$ cat config.mk
export PLATFORM = sky130hd
export DESIGN_NAME = serial_word_sender_flat
export DESIGN_NICKNAME = d
export VERILOG_FILES = /design/src/rtl/serial_word_sender_if.sv /design/src/rtl/serial_word_sender.sv /design/src/flat_wrapper.sv
export SDC_FILE = /design/constraint.sdc
export NUM_CORES = 1
export LEC_CHECK = 0
export BUFFER_PORTS_ARGS = -buffer_cell sky130_fd_sc_hd__clkbuf_2
export CORE_MARGIN = 1
export CORE_UTILIZATION = 45
export CTS_CLUSTER_SIZE = 24
export DETAILED_ROUTE_END_ITERATION = 6
export PLACE_DENSITY = 0.62
export SLEW_MARGIN = 15
export SYNTH_ARGS = -nofsm -noshare
export SYNTH_HDL_FRONTEND = slang
export SYNTH_SLANG_ARGS = --single-unit
$ cat constraint.sdc
create_clock -name clk -period 4.7 [get_ports clk]
set_input_delay 0.47 -clock clk [delete_from_list [all_inputs] [get_ports clk]]
set_output_delay 0.47 -clock clk [all_outputs]
set_load 0.02 [all_outputs]
$ cat src/rtl/serial_word_sender_if.sv
// Producer-to-serializer word handshake: in_data is transferred on a rising
// edge where in_valid && in_ready.
interface serial_word_sender_if #(
  parameter int WIDTH = 8
);
  logic [WIDTH-1:0] in_data;
  logic             in_valid;
  logic             in_ready;

  modport master (output in_data, output in_valid, input  in_ready);
  modport slave  (input  in_data, input  in_valid, output in_ready);
endinterface

$ cat src/rtl/serial_word_sender.sv
// Parallel-to-serial stage feeding a right shift register, LSB first, with a
// one-word holding buffer so consecutive words stream with no idle cycles.
module serial_word_sender #(
  parameter int WIDTH = 8
) (
  input  logic                 clk,
  input  logic                 reset,
  serial_word_sender_if.slave  in_if,
  output logic                 ser_out,
  output logic                 ser_enable,
  output logic                 word_done,
  output logic                 busy
);

  localparam int CNT_W = $clog2(WIDTH);
  localparam logic [CNT_W-1:0] LAST_CNT = CNT_W'(WIDTH - 1);

  typedef enum logic {
    IDLE  = 1'b0,
    SHIFT = 1'b1
  } state_t;

  state_t           r_state,      w_state_n;
  logic [WIDTH-1:0] r_sreg,       w_sreg_n;
  logic [CNT_W-1:0] r_cnt,        w_cnt_n;
  logic [WIDTH-1:0] r_hold,       w_hold_n;
  logic             r_hold_valid, w_hold_valid_n;
  logic             r_word_done,  w_word_done_n;

  logic w_accept;
  logic w_last;

  assign w_accept = in_if.in_valid && !r_hold_valid;
  assign w_last   = (r_state == SHIFT) && (r_cnt == LAST_CNT);

  // NOTE: every next-state signal gets its hold value first, so no path
  // through the case statement can leave one unassigned and infer a latch.
  always_comb begin
    w_state_n      = r_state;
    w_sreg_n       = r_sreg;
    w_cnt_n        = r_cnt;
    w_hold_n       = r_hold;
    w_hold_valid_n = r_hold_valid;
    w_word_done_n  = 1'b0;

    unique case (r_state)
      IDLE: begin
        if (w_accept) begin
          w_sreg_n  = in_if.in_data;
          w_cnt_n   = '0;
          w_state_n = SHIFT;
        end
      end

      SHIFT: begin
        w_sreg_n = r_sreg >> 1;
        w_cnt_n  = r_cnt + 1'b1;
        if (w_last) begin
          w_word_done_n = 1'b1;
          w_cnt_n       = '0;
          // A held word takes priority; in_ready is low then, so no accept can race it.
          if (r_hold_valid) begin
            w_sreg_n       = r_hold;
            w_hold_valid_n = 1'b0;
          end else if (w_accept) begin
            w_sreg_n = in_if.in_data;
          end else begin
            w_state_n = IDLE;
          end
        end else if (w_accept) begin
          w_hold_n       = in_if.in_data;
          w_hold_valid_n = 1'b1;
        end
      end

      default: w_state_n = IDLE;
    endcase
  end

  // NOTE: sequential state uses non-blocking assignments so every register
  // samples the pre-edge values regardless of statement order.
  // NOTE: the data registers are reset too, so ser_out and a later held-word
  // load never expose stale contents after a mid-word reset.
  always_ff @(posedge clk or negedge reset) begin
    if (!reset) begin
      r_state      <= IDLE;
      r_sreg       <= '0;
      r_cnt        <= '0;
      r_hold       <= '0;
      r_hold_valid <= 1'b0;
      r_word_done  <= 1'b0;
    end else begin
      r_state      <= w_state_n;
      r_sreg       <= w_sreg_n;
      r_cnt        <= w_cnt_n;
      r_hold       <= w_hold_n;
      r_hold_valid <= w_hold_valid_n;
      r_word_done  <= w_word_done_n;
    end
  end

  assign in_if.in_ready = !r_hold_valid;
  assign ser_enable     = (r_state == SHIFT);
  assign ser_out        = (r_state == SHIFT) && r_sreg[0];
  assign word_done      = r_word_done;
  assign busy           = (r_state == SHIFT) || r_hold_valid;

endmodule

$ cat src/flat_wrapper.sv
// flat-port wrapper written by rule: the top's interface ports become plain ports
module serial_word_sender_flat 
#(
  parameter int WIDTH = 8
)
  (clk, reset, ser_out, ser_enable, word_done, busy, in_if_in_data, in_if_in_valid, in_if_in_ready);
  serial_word_sender_if #(.WIDTH(WIDTH)) in_if_i ();
  input  logic clk;
  input  logic reset;
  output logic ser_out;
  output logic ser_enable;
  output logic word_done;
  output logic busy;
  input wire logic [$bits(in_if_i.in_data)-1:0] in_if_in_data;
  input wire logic [$bits(in_if_i.in_valid)-1:0] in_if_in_valid;
  output wire logic [$bits(in_if_i.in_ready)-1:0] in_if_in_ready;
  assign in_if_i.in_data = in_if_in_data;
  assign in_if_i.in_valid = in_if_in_valid;
  assign in_if_in_ready = in_if_i.in_ready;
  serial_word_sender #(.WIDTH(WIDTH)) u_core (.clk(clk), .reset(reset), .in_if(in_if_i), .ser_out(ser_out), .ser_enable(ser_enable), .word_done(word_done), .busy(busy));
endmodule
==> Word-level counts from Yosys, hierarchy flattened <==
Index checks and enable logic that the tools add are counted.
{ "totals": {"reg_bits": 22, "in_bits": 11, "out_inout_bits": 5, "wordCells": 35} }
{ "classes": {"n_addsub": 1, "n_eq_ne": 2, "n_mux": 16, "bitwise": 2, "n_reduce_logical": 8} }
{ "op_table": {"columns": ["operator", "count"], "rows": [
  ["$mux W8", 4],
  ["$pmux W8 S2", 1],
  ["$mux W1", 7],
  ["$mux W3", 2],
  ["$pmux W3 S2", 1],
  ["$add A3 B1 Y3 const B", 1],
  ["$eq A3 B3 Y1 const B", 1],
  ["$logic_and A1 B1 Y1", 3],
  ["$reduce_and A3 Y1", 1],
  ["$ne A2 B1 Y1 const B", 1],
  ["$not A1 Y1", 2],
  ["$pmux W1 S2", 1],
  ["$reduce_and A2 Y1", 1],
  ["$reduce_bool A2 Y1", 1],
  ["$logic_not A1 Y1", 1],
  ["$logic_or A1 B1 Y1", 1]
]} }

==> Logic depth before layout (Yosys ltp) <==
Gate-level depths: netlist of the first run.
{ "depth": {"ltp_word": 6, "depth_mapped": 6, "depth_no_buf": 5} }

==> Least setup slack after synthesis of the first run <==
No wires, ideal clock.
{ "synth_timing": {"kind": "register -> register", "start": "register u_core.r_cnt[0]", "end": "register u_core.r_hold[0]", "setup_time_ns": 0.125, "t_arrival_ns": 1.486, "required_time_ns": 4.575, "setup_slack_ns": 3.089, "stages_incl_launch_ff": 6, "path_buffers": 0, "period_less_slack_ns": 1.611, "cell_sequence": "dfrtp_1 > ha_1 > ha_1 > nand2b_1 > nor2_4 > mux2_2"} }
{ "synth_via": {"elab_chain_len": 4} }
{ "synth_lines": {"columns": ["item", "line_no", "rtl"], "rows": [
  ["start: declaration", "serial_word_sender.sv:25", "logic [CNT_W-1:0] r_cnt, w_cnt_n;"],
  ["start signal: assignment", "serial_word_sender.sv:95", "r_cnt <= w_cnt_n;"],
  ["$eq A3 B3 Y1", "serial_word_sender.sv:34", "assign w_last = (r_state == SHIFT) && (r_cnt == LAST_CNT);"],
  ["$logic_and A1 B1 Y1", "serial_word_sender.sv:34", null],
  ["$not A1 Y1 (no line)", null, null],
  ["$reduce_and A3 Y1 (no line)", null, null],
  ["end signal: assignment", "serial_word_sender.sv:96", "r_hold <= w_hold_n;"],
  ["end: declaration", "serial_word_sender.sv:26", "logic [WIDTH-1:0] r_hold, w_hold_n;"]
]} }
No other way between the ends.
A chain may end at the register's enable or synchronous reset.

==> Worst setup path in the final report of the first run <==
{ "layout_timing": {"start": "register u_core.r_state, in the netlist u_core.ser_enable", "end": "output port busy"} }
{ "layout_via": {"elab_chain_len": 1} }
{ "layout_lines": {"columns": ["item", "line_no", "rtl"], "rows": [
  ["start: declaration", "serial_word_sender.sv:23", "state_t r_state, w_state_n;"],
  ["start signal: assignment", "serial_word_sender.sv:93", "r_state <= w_state_n;"],
  ["$logic_or A1 B1 Y1", "serial_word_sender.sv:106", "assign busy = (r_state == SHIFT) || r_hold_valid;"],
  ["end: declaration", "flat_wrapper.sv:13", "output logic busy;"]
]} }
No other way between the ends.

==> results.md, run 1 <==
- Post-route clock period utilization: 43.9%
- Clock Latency Late Sink: 300 ps
- Synth area leaders: dfrtp_1, mux2_2, mux2i_1
- Leakage: 0.602 nW
- Max H-tree Level: 1
- Final hold violation count: 0
- Largest net degree at the start of global routing: 30
- Clk_skew: 1.31 ps
- Vias in the first global route: 777
- Die extent in x: 52.9 um
- Clock network fraction of design power: 12.3%
- CP endpoint: busy
- R2R setup slack: 2730 ps
- Num ports: 16
- RSZ-0062 raised after global routing: false
- DR pass1 iterations: 4
- Number of buffers created by CTS: 3
- Worst Tran Pin Value: 822 ps
- Number of synthesized register bits: 22
- Max-Cap Viols: 0
- Critical Path Source: u_core.ser_enable$_DFF_PN0_
- Final setup margin: 2640 ps
- Ant diodes: 0
- Final Setup Violations: 0
- Seq/Total Area, Yosys: 47.3%
- Psw: 266 uW
- Placed Cells: 140
- Async SR Flop Fraction: 100%
- CTS tree: yes
- Initial antenna violation count: 0
- Starting density of the core: 47.5%
- Status: finished, final reports clean
- Register-to-Register Path Depth: 5
- Synth-to-Final Area Change: 6.66%
- Core ar.: 2450 sq um
- Pint: 430 uW
- Slew Limit Fails: 0
- Iter 0 DRT Violations: 15
- Syn_area_per_cell: 11.3 sq um
- Post-Route WL: 2210 um
- Average wire per standard cell: 15.4 um
- Global Route Usage Sum: 18.2%
- Port Buffer Count: 15
- Non-filler cells, final: 143
- Post-CTS resize count: 0
- Worst hold path class: in -> async
- Proportion of layout cells with a drive suffix above 1: 27.4%
- F_max: 0.484 GHz
- DRC: 0
- Cell Pwr Density: 560 nW/um^2
- Cell Area, Synth: 1160 sq um
- First-pass GRT wire length: 3700 um
- Die ar.: 2800 sq um
- Minimum clock period: 2060 ps
- CP required: 4230 ps
- Cell taking the most area after synthesis: dfrtp_1
- Fin Hold WS: 136 ps
- R2r startpoint: u_core.r_cnt[0]$_DFFE_PN0P_
- Arr. time, crit path: 1590 ps
- Pre-CTS setup slack: 2750 ps
- Number of synthesized flops with an enable pin: 0
- HPWL Detailed: 1430 um
- Bufs on Longest Clock Path: 2
- Row count: 18
- Vias per Instance: 5.83
- Via count: 834
- Grt total ovfl: 0
- Max VDD drop: 288 uV
- Crit Path Category: reg -> out
- Post-route ant nets: 0
- Hold_buf cts: 0
- Worst-path clk slew: 120 ps
- Nets: 128
- Seq pwr share: 49.3%
- Setup Buffers After CTS: 0
- GPL Wtd Cong: 0.717
- Combinational share of power: 38.4%
- Crit start category: flop
- Max transition margin: 45.2%
- Synth warn: 0
- Sw Share: 38.2%
- Synth top area share: 47.3%
- CP max FO: 29
- Synth unique cells: 28
- Die height: 52.9 um
- Syn_nets: 116
- Element type at the critical path end: output pin
- Ys flop type: dfrtp_1
- Final setup TNS: 0 ps
- Syn Inst Count: 103
- RR Endpoint: u_core.r_hold[3]$_DFFE_PN0P_
- Clock sink count: 22
- Clock root cell: clkbuf_4
## power groups by stage
stage	clock, mW	combinational [mW]	sequential (mW)
6_report	0.0857	0.267	0.343
5_1_grt	0.0942	0.305	0.355
4_1_cts	0.0899	0.268	0.341
3_5_place_dp	0	0.266	0.345
3_3_place_gp	0	0.260	0.341
2_1_floorplan	0	0.250	0.310
## area by class of cell
type,instances,area (sq um)
Tap cell,30,37.5
Fill cell,232,1210
Inverter,8,30.0
Clock buffer,3,22.5
Multi-Input combinational cell,65,527
Sequential cell,22,551
Timing Repair Buffer,15,75.1
## sequential cells by signal (all words and copies together), names as in the netlist
signal / cells
u_core.r_cnt: 3
u_core.r_hold: 8
u_core.r_hold_valid: 1
u_core.r_sreg: 8
u_core.ser_enable: 1
u_core.word_done: 1
## worst min path at each step
stage                                            start                         endpoint  cells past startpoint
after floorplan                                  reset      u_core.r_cnt[0]$_DFFE_PN0P_                      0
after global placement    u_core.r_hold[0]$_DFFE_PN0P_     u_core.r_sreg[0]$_DFFE_PN0P_                      2
after detailed placement                         reset  u_core.r_hold_valid$_DFFE_PN0P_                      1
after CTS                                        reset  u_core.r_hold_valid$_DFFE_PN0P_                      1
after global routing                             reset       u_core.word_done$_DFF_PN0_                      1
final                                            reset     u_core.r_sreg[0]$_DFFE_PN0P_                      1
## synth_stat cells (2+ instances only)
cell	n
o22ai_1	2
o21ai_0	4
nand2b_1	3
and3_1	2
ha_1	2
buf_2	4
buf_6	3
a21oi_1	2
mux2_2	8
dfrtp_1	22
nand2_1	5
mux2i_1	7
and2_1	2
a32oi_1	7
o221ai_1	5
inv_1	8
a22oi_1	6
## metrics by stage
stage / utilization (%) / total power, mW / cell area (sq um)
CTS: 50.6 / 0.699 / 1240
finish: 50.6 / 0.696 / 1240
detailed placement: 49.7 / 0.611 / 1220
global placement: 49.7 / 0.601 / 1220
floorplan: - / 0.560 / 1160
global route: 50.6 / 0.755 / 1240
## placed cells by master (no fill, tap or decap)
master / count
and2_1: 2
clkbuf_4: 3
o221ai_1: 5
dfrtp_1: 22
and3_1: 2
o21ai_0: 4
and3b_1: 1
nor2b_4: 1
mux2i_1: 7
o21ai_2: 1
nor2b_1: 1
inv_1: 8
or2_2: 1
mux2_2: 8
nor2_4: 1
nand2_1: 5
o22ai_1: 2
o221ai_2: 1
ha_1: 2
clkbuf_2: 15
a21oi_1: 2
a22oi_1: 6
nor2_1: 1
nand2b_1: 3
nand3_1: 1
a32oi_1: 7
o211ai_1: 1
## cell families after synthesis
kind of cell | count (synthesis) | synth area share [%]
flip-flops | 22 | 47.3
AO/OA/AOI/OAI | 29 | 19.2
adder cells (fa/ha/maj) | 2 | 2.15
multiplexers | 15 | 13.7
AND/OR/NAND/NOR | 19 | 10.1
buffers and inverters | 16 | 7.52
## layer usage
metal,track usage [%],routed length [um]
met5,0,0
met4,5.26,15
met3,2.59,59
met2,28.7,1020
met1,25.7,1110
## worst max-delay path, stage by stage (launching register included)
cell and delay, ps:
dfrtp_1 890, or2_2 230, clkbuf_2 160
No activity file was read; power rests on OpenSTA's default activity.
==> run 2: changes to the inputs <==
ABC_AREA = 1   (was not set)
clock period = 2 ns   (was 4.7 ns; I/O delays follow)
==> run 2 against run 1 <==
Via count grew 15%. Area after synthesis grew 1.4%. Flip-flop and latch count is the same. Clock skew grew 0.93 ps. Clock power grew 130%. Cell count grew 40%. Non-clock buffer count grew 3. Hold slack lost 5.3 ps. Critical path depth grew 5. Critical path type is now reg -> reg. Highest routed layer unchanged.
==> results.md, run 2 <==
- Status: finished, final reports clean (unchanged)
- Max-Cap Viols: 0 (unchanged)
- F_max: 0.623 GHz
- Nets: 185 (was 128)
- Synth area leaders: dfrtp_1, nand2_1, nand3_1 (was dfrtp_1, mux2_2, mux2i_1)
- Iter 0 DRT Violations: 19 (was 15)
- GPL Wtd Cong: 0.813 (was 0.717)
- Crit start category: flop (unchanged)
- Commonest non-fill, non-tap cell in the layout: nand2_1 (was dfrtp_1)
- Max VDD drop: 807 uV (was 288 uV)
- Cell Area, Synth: 1180 sq um (was 1160 sq um)
- Number of synthesized flops with an enable pin: 0 (unchanged)
- Core ar.: 2480 sq um (was 2450 sq um)
- Post-route clock period utilization: 80.2%
- Vias in the first global route: 896 (was 777)
- First-pass GRT wire length: 4000 um (was 3700 um)
- Critical-path top delay cell: dfrtp_1 (unchanged)
- Die height: 53.2 um (was 52.9 um)
- Top Family by Delay on Critical Path: simple AND/OR/NAND/NOR gates (was flip-flops)
- Global Route Usage Sum: 19.7% (was 18.2%)
- Post-route ant nets: 0 (unchanged)
- CP required: 2210 ps (was 4230 ps)
- Setup Buffers After CTS: 0 (unchanged)
- Ant diodes: 0 (unchanged)
- Row count: 18 (unchanged)
- Crit-path cells: ha_1, ha_1, nor2_2, buf_4, nand2_2, nand2_1, nand2_1 (was or2_2, clkbuf_2)
- DR pass1 iterations: 4 (unchanged)
- Largest regs: u_core.r_hold: 8 flops, u_core.r_sreg: 8 flops, u_core.r_cnt: 3 flops (unchanged)
- Final Setup Violations: 0 (unchanged)
- Max H-tree Level: 1 (unchanged)
- Clock sink count: 22 (unchanged)
- Clock Latency Late Sink: 300 ps (about the same)
- Num ports: 16 (unchanged)
- Crit Path Category: reg -> reg (was reg -> out)
- Largest net degree at the start of global routing: 23 (was 30)
- Placed Cells: 196 (was 140)
- Cell Pwr Density: 1470 nW/um^2 (was 560 nW/um^2)
- Final setup TNS: 0 ps (unchanged)
- Number of buffers created by CTS: 3 (unchanged)
- Hold_buf cts: 1 (was 0)
- Async SR Flop Fraction: 100% (unchanged)
- Synth-to-Final Area Change: 9.64% (was 6.66%)
- Post-Route WL: 2340 um (was 2210 um)
- Max transition margin: 64.2% (was 45.2%)
- Element type at the critical path end: flop (was output pin)
- Leakage: 0.708 nW (was 0.602 nW)
- Synth warn: 0 (unchanged)
- Seq/Total Area, Yosys: 46.6% (was 47.3%)
- Average wire per standard cell: 11.7 um (was 15.4 um)
- CP max FO: 9 (was 29)
- Worst hold path class: in -> reg (was in -> async)
- Minimum clock period: 1600 ps
- Via count: 961 (was 834)
- Number of synthesized register bits: 22 (unchanged)
- Most frequent cells in the layout: nand2_1, dfrtp_1, clkbuf_2, nand3_1, a21oi_1 (was dfrtp_1, clkbuf_2, inv_1, mux2_2)
- Port Buffer Count: 15 (unchanged)
- CTS tree: yes (unchanged)
- Bufs on Longest Clock Path: 2 (unchanged)
- Final hold violation count: 0 (unchanged)
- DRC: 0 (unchanged)
- Buf/Inv on CP: 1 (unchanged)
- Clk_skew: 2.24 ps (was 1.31 ps)
- Initial antenna violation count: 0 (unchanged)
- Most common cell in the netlist: nand2_1 (was dfrtp_1)
- Die extent in x: 53.2 um (was 52.9 um)
- Arr. time, crit path: 1810 ps (was 1590 ps)
- Vias per Instance: 4.81 (was 5.83)
- Ys flop type: dfrtp_1 (unchanged)
- Post-synth top cells: nand2_1, dfrtp_1, nand3_1 (was dfrtp_1, inv_1, mux2_2)
- Worst-path clk slew: 120 ps (about the same)
- Syn_area_per_cell: 7.67 sq um (was 11.3 sq um)
- Die ar.: 2830 sq um (was 2800 sq um)
- Grt total ovfl: 0 (unchanged)
- Starting density of the core: 47.7% (was 47.5%)
- Synth top area share: 46.6% (was 47.3%)
- Synth unique cells: 22 (was 28)
- Clock root cell: clkbuf_4 (unchanged)
- Cell taking the most area after synthesis: dfrtp_1 (unchanged)
- HPWL Detailed: 1780 um (was 1430 um)
- RSZ-0062 raised after global routing: false (unchanged)
- Largest stage delay on the critical path: 420 ps (was 890 ps)
- Syn Inst Count: 154 (was 103)
- Syn_nets: 167 (was 116)
- Non-filler cells, final: 200 (was 143)
- Slew Limit Fails: 0 (unchanged)
- Proportion of layout cells with a drive suffix above 1: 17.6% (was 27.4%)
- Post-CTS resize count: 0 (unchanged)
- Worst Tran Pin Value: 538 ps (was 822 ps)
run 2: cell count changes in the layout (fill, tap and decap cells not counted), moves of 6 or more:
| cell | delta |
|---|---|
| mux2_2 | -8 |
| or2_1 | +6 |
| nand2_1 | +71 |
| a22oi_1 | -6 |
| nand3_1 | +9 |
| mux2i_1 | -7 |
| a32oi_1 | -7 |
run 2: final cells by class:
cell class	count	area, sq um
sequential	22	551
fill	257	1180
timing repair buffer	18	100
inverter	10	45.0
clock buffer	3	22.5
multi-input combinational	117	539
tap	30	37.5
run 2: where the power goes:
| group | leakage [nW] | switching (mW) | internal, mW |
|---|---|---|---|
| sequential | 0.270 | 0.138 | 0.646 |
| clock | 0.0138 | 0.130 | 0.0703 |
| combinational | 0.424 | 0.550 | 0.365 |
| total | 0.708 | 0.818 | 1.08 |
run 2: kinds of logic after synthesis:
| kind of cell | count (synthesis) | synth area share, % |
|---|---|---|
| buffers and inverters | 15 | 7.73 |
| AO/OA/AOI/OAI | 14 | 6.78 |
| adder cells (fa/ha/maj) | 2 | 2.12 |
| AND/OR/NAND/NOR | 101 | 36.8 |
| flip-flops | 22 | 46.6 |
run 2: worst paths after layout:
kind                       cells after the start                      endpoint                          from  slack (ps)
setup reg to reg                               7  u_core.r_hold[3]$_DFFE_PN0P_   u_core.r_cnt[0]$_DFFE_PN0P_         400
setup / recovery                               7  u_core.r_hold[3]$_DFFE_PN0P_   u_core.r_cnt[0]$_DFFE_PN0P_         400
hold reg to reg                                2  u_core.r_hold[5]$_DFFE_PN0P_  u_core.r_hold[5]$_DFFE_PN0P_         490
min in group asynchronous                      2    u_core.word_done$_DFF_PN0_                         reset         390
max in group asynchronous                      2  u_core.r_hold[5]$_DFFE_PN0P_                         reset        1250
hold / removal                                 3  u_core.r_hold[0]$_DFFE_PN0P_              in_if_in_data[0]         130
run 2: per-stage QoR:
step / cell area (sq um) / power [mW] / setup slack, ps / util [%] / hold WS (ps)
2_1_floorplan: 1180 / 1.51 / 584 / - / -95.6
3_3_place_gp: 1260 / 1.70 / 462 / 51.0 / 209
3_5_place_dp: 1260 / 1.72 / 423 / 51.0 / 211
4_1_cts: 1290 / 1.92 / 409 / 52.3 / 117
5_1_grt: 1290 / 2.09 / 279 / 52.3 / 123
6_report: 1290 / 1.90 / 396 / 52.3 / 131
run 2: layer usage:
metal	track usage (%)	vias up	wire length, um
met3	4.60	4	77
met1	27.8	430	1180
met5	0	-	0
met4	7.89	0	26
li1	-	509	-
met2	28.3	18	1060
run 2: tightest hold or removal path: cells and delay by family:
kind	cells	cell delay, ps
AND/OR/NAND/NOR	2	120
buffers and inverters	1	90
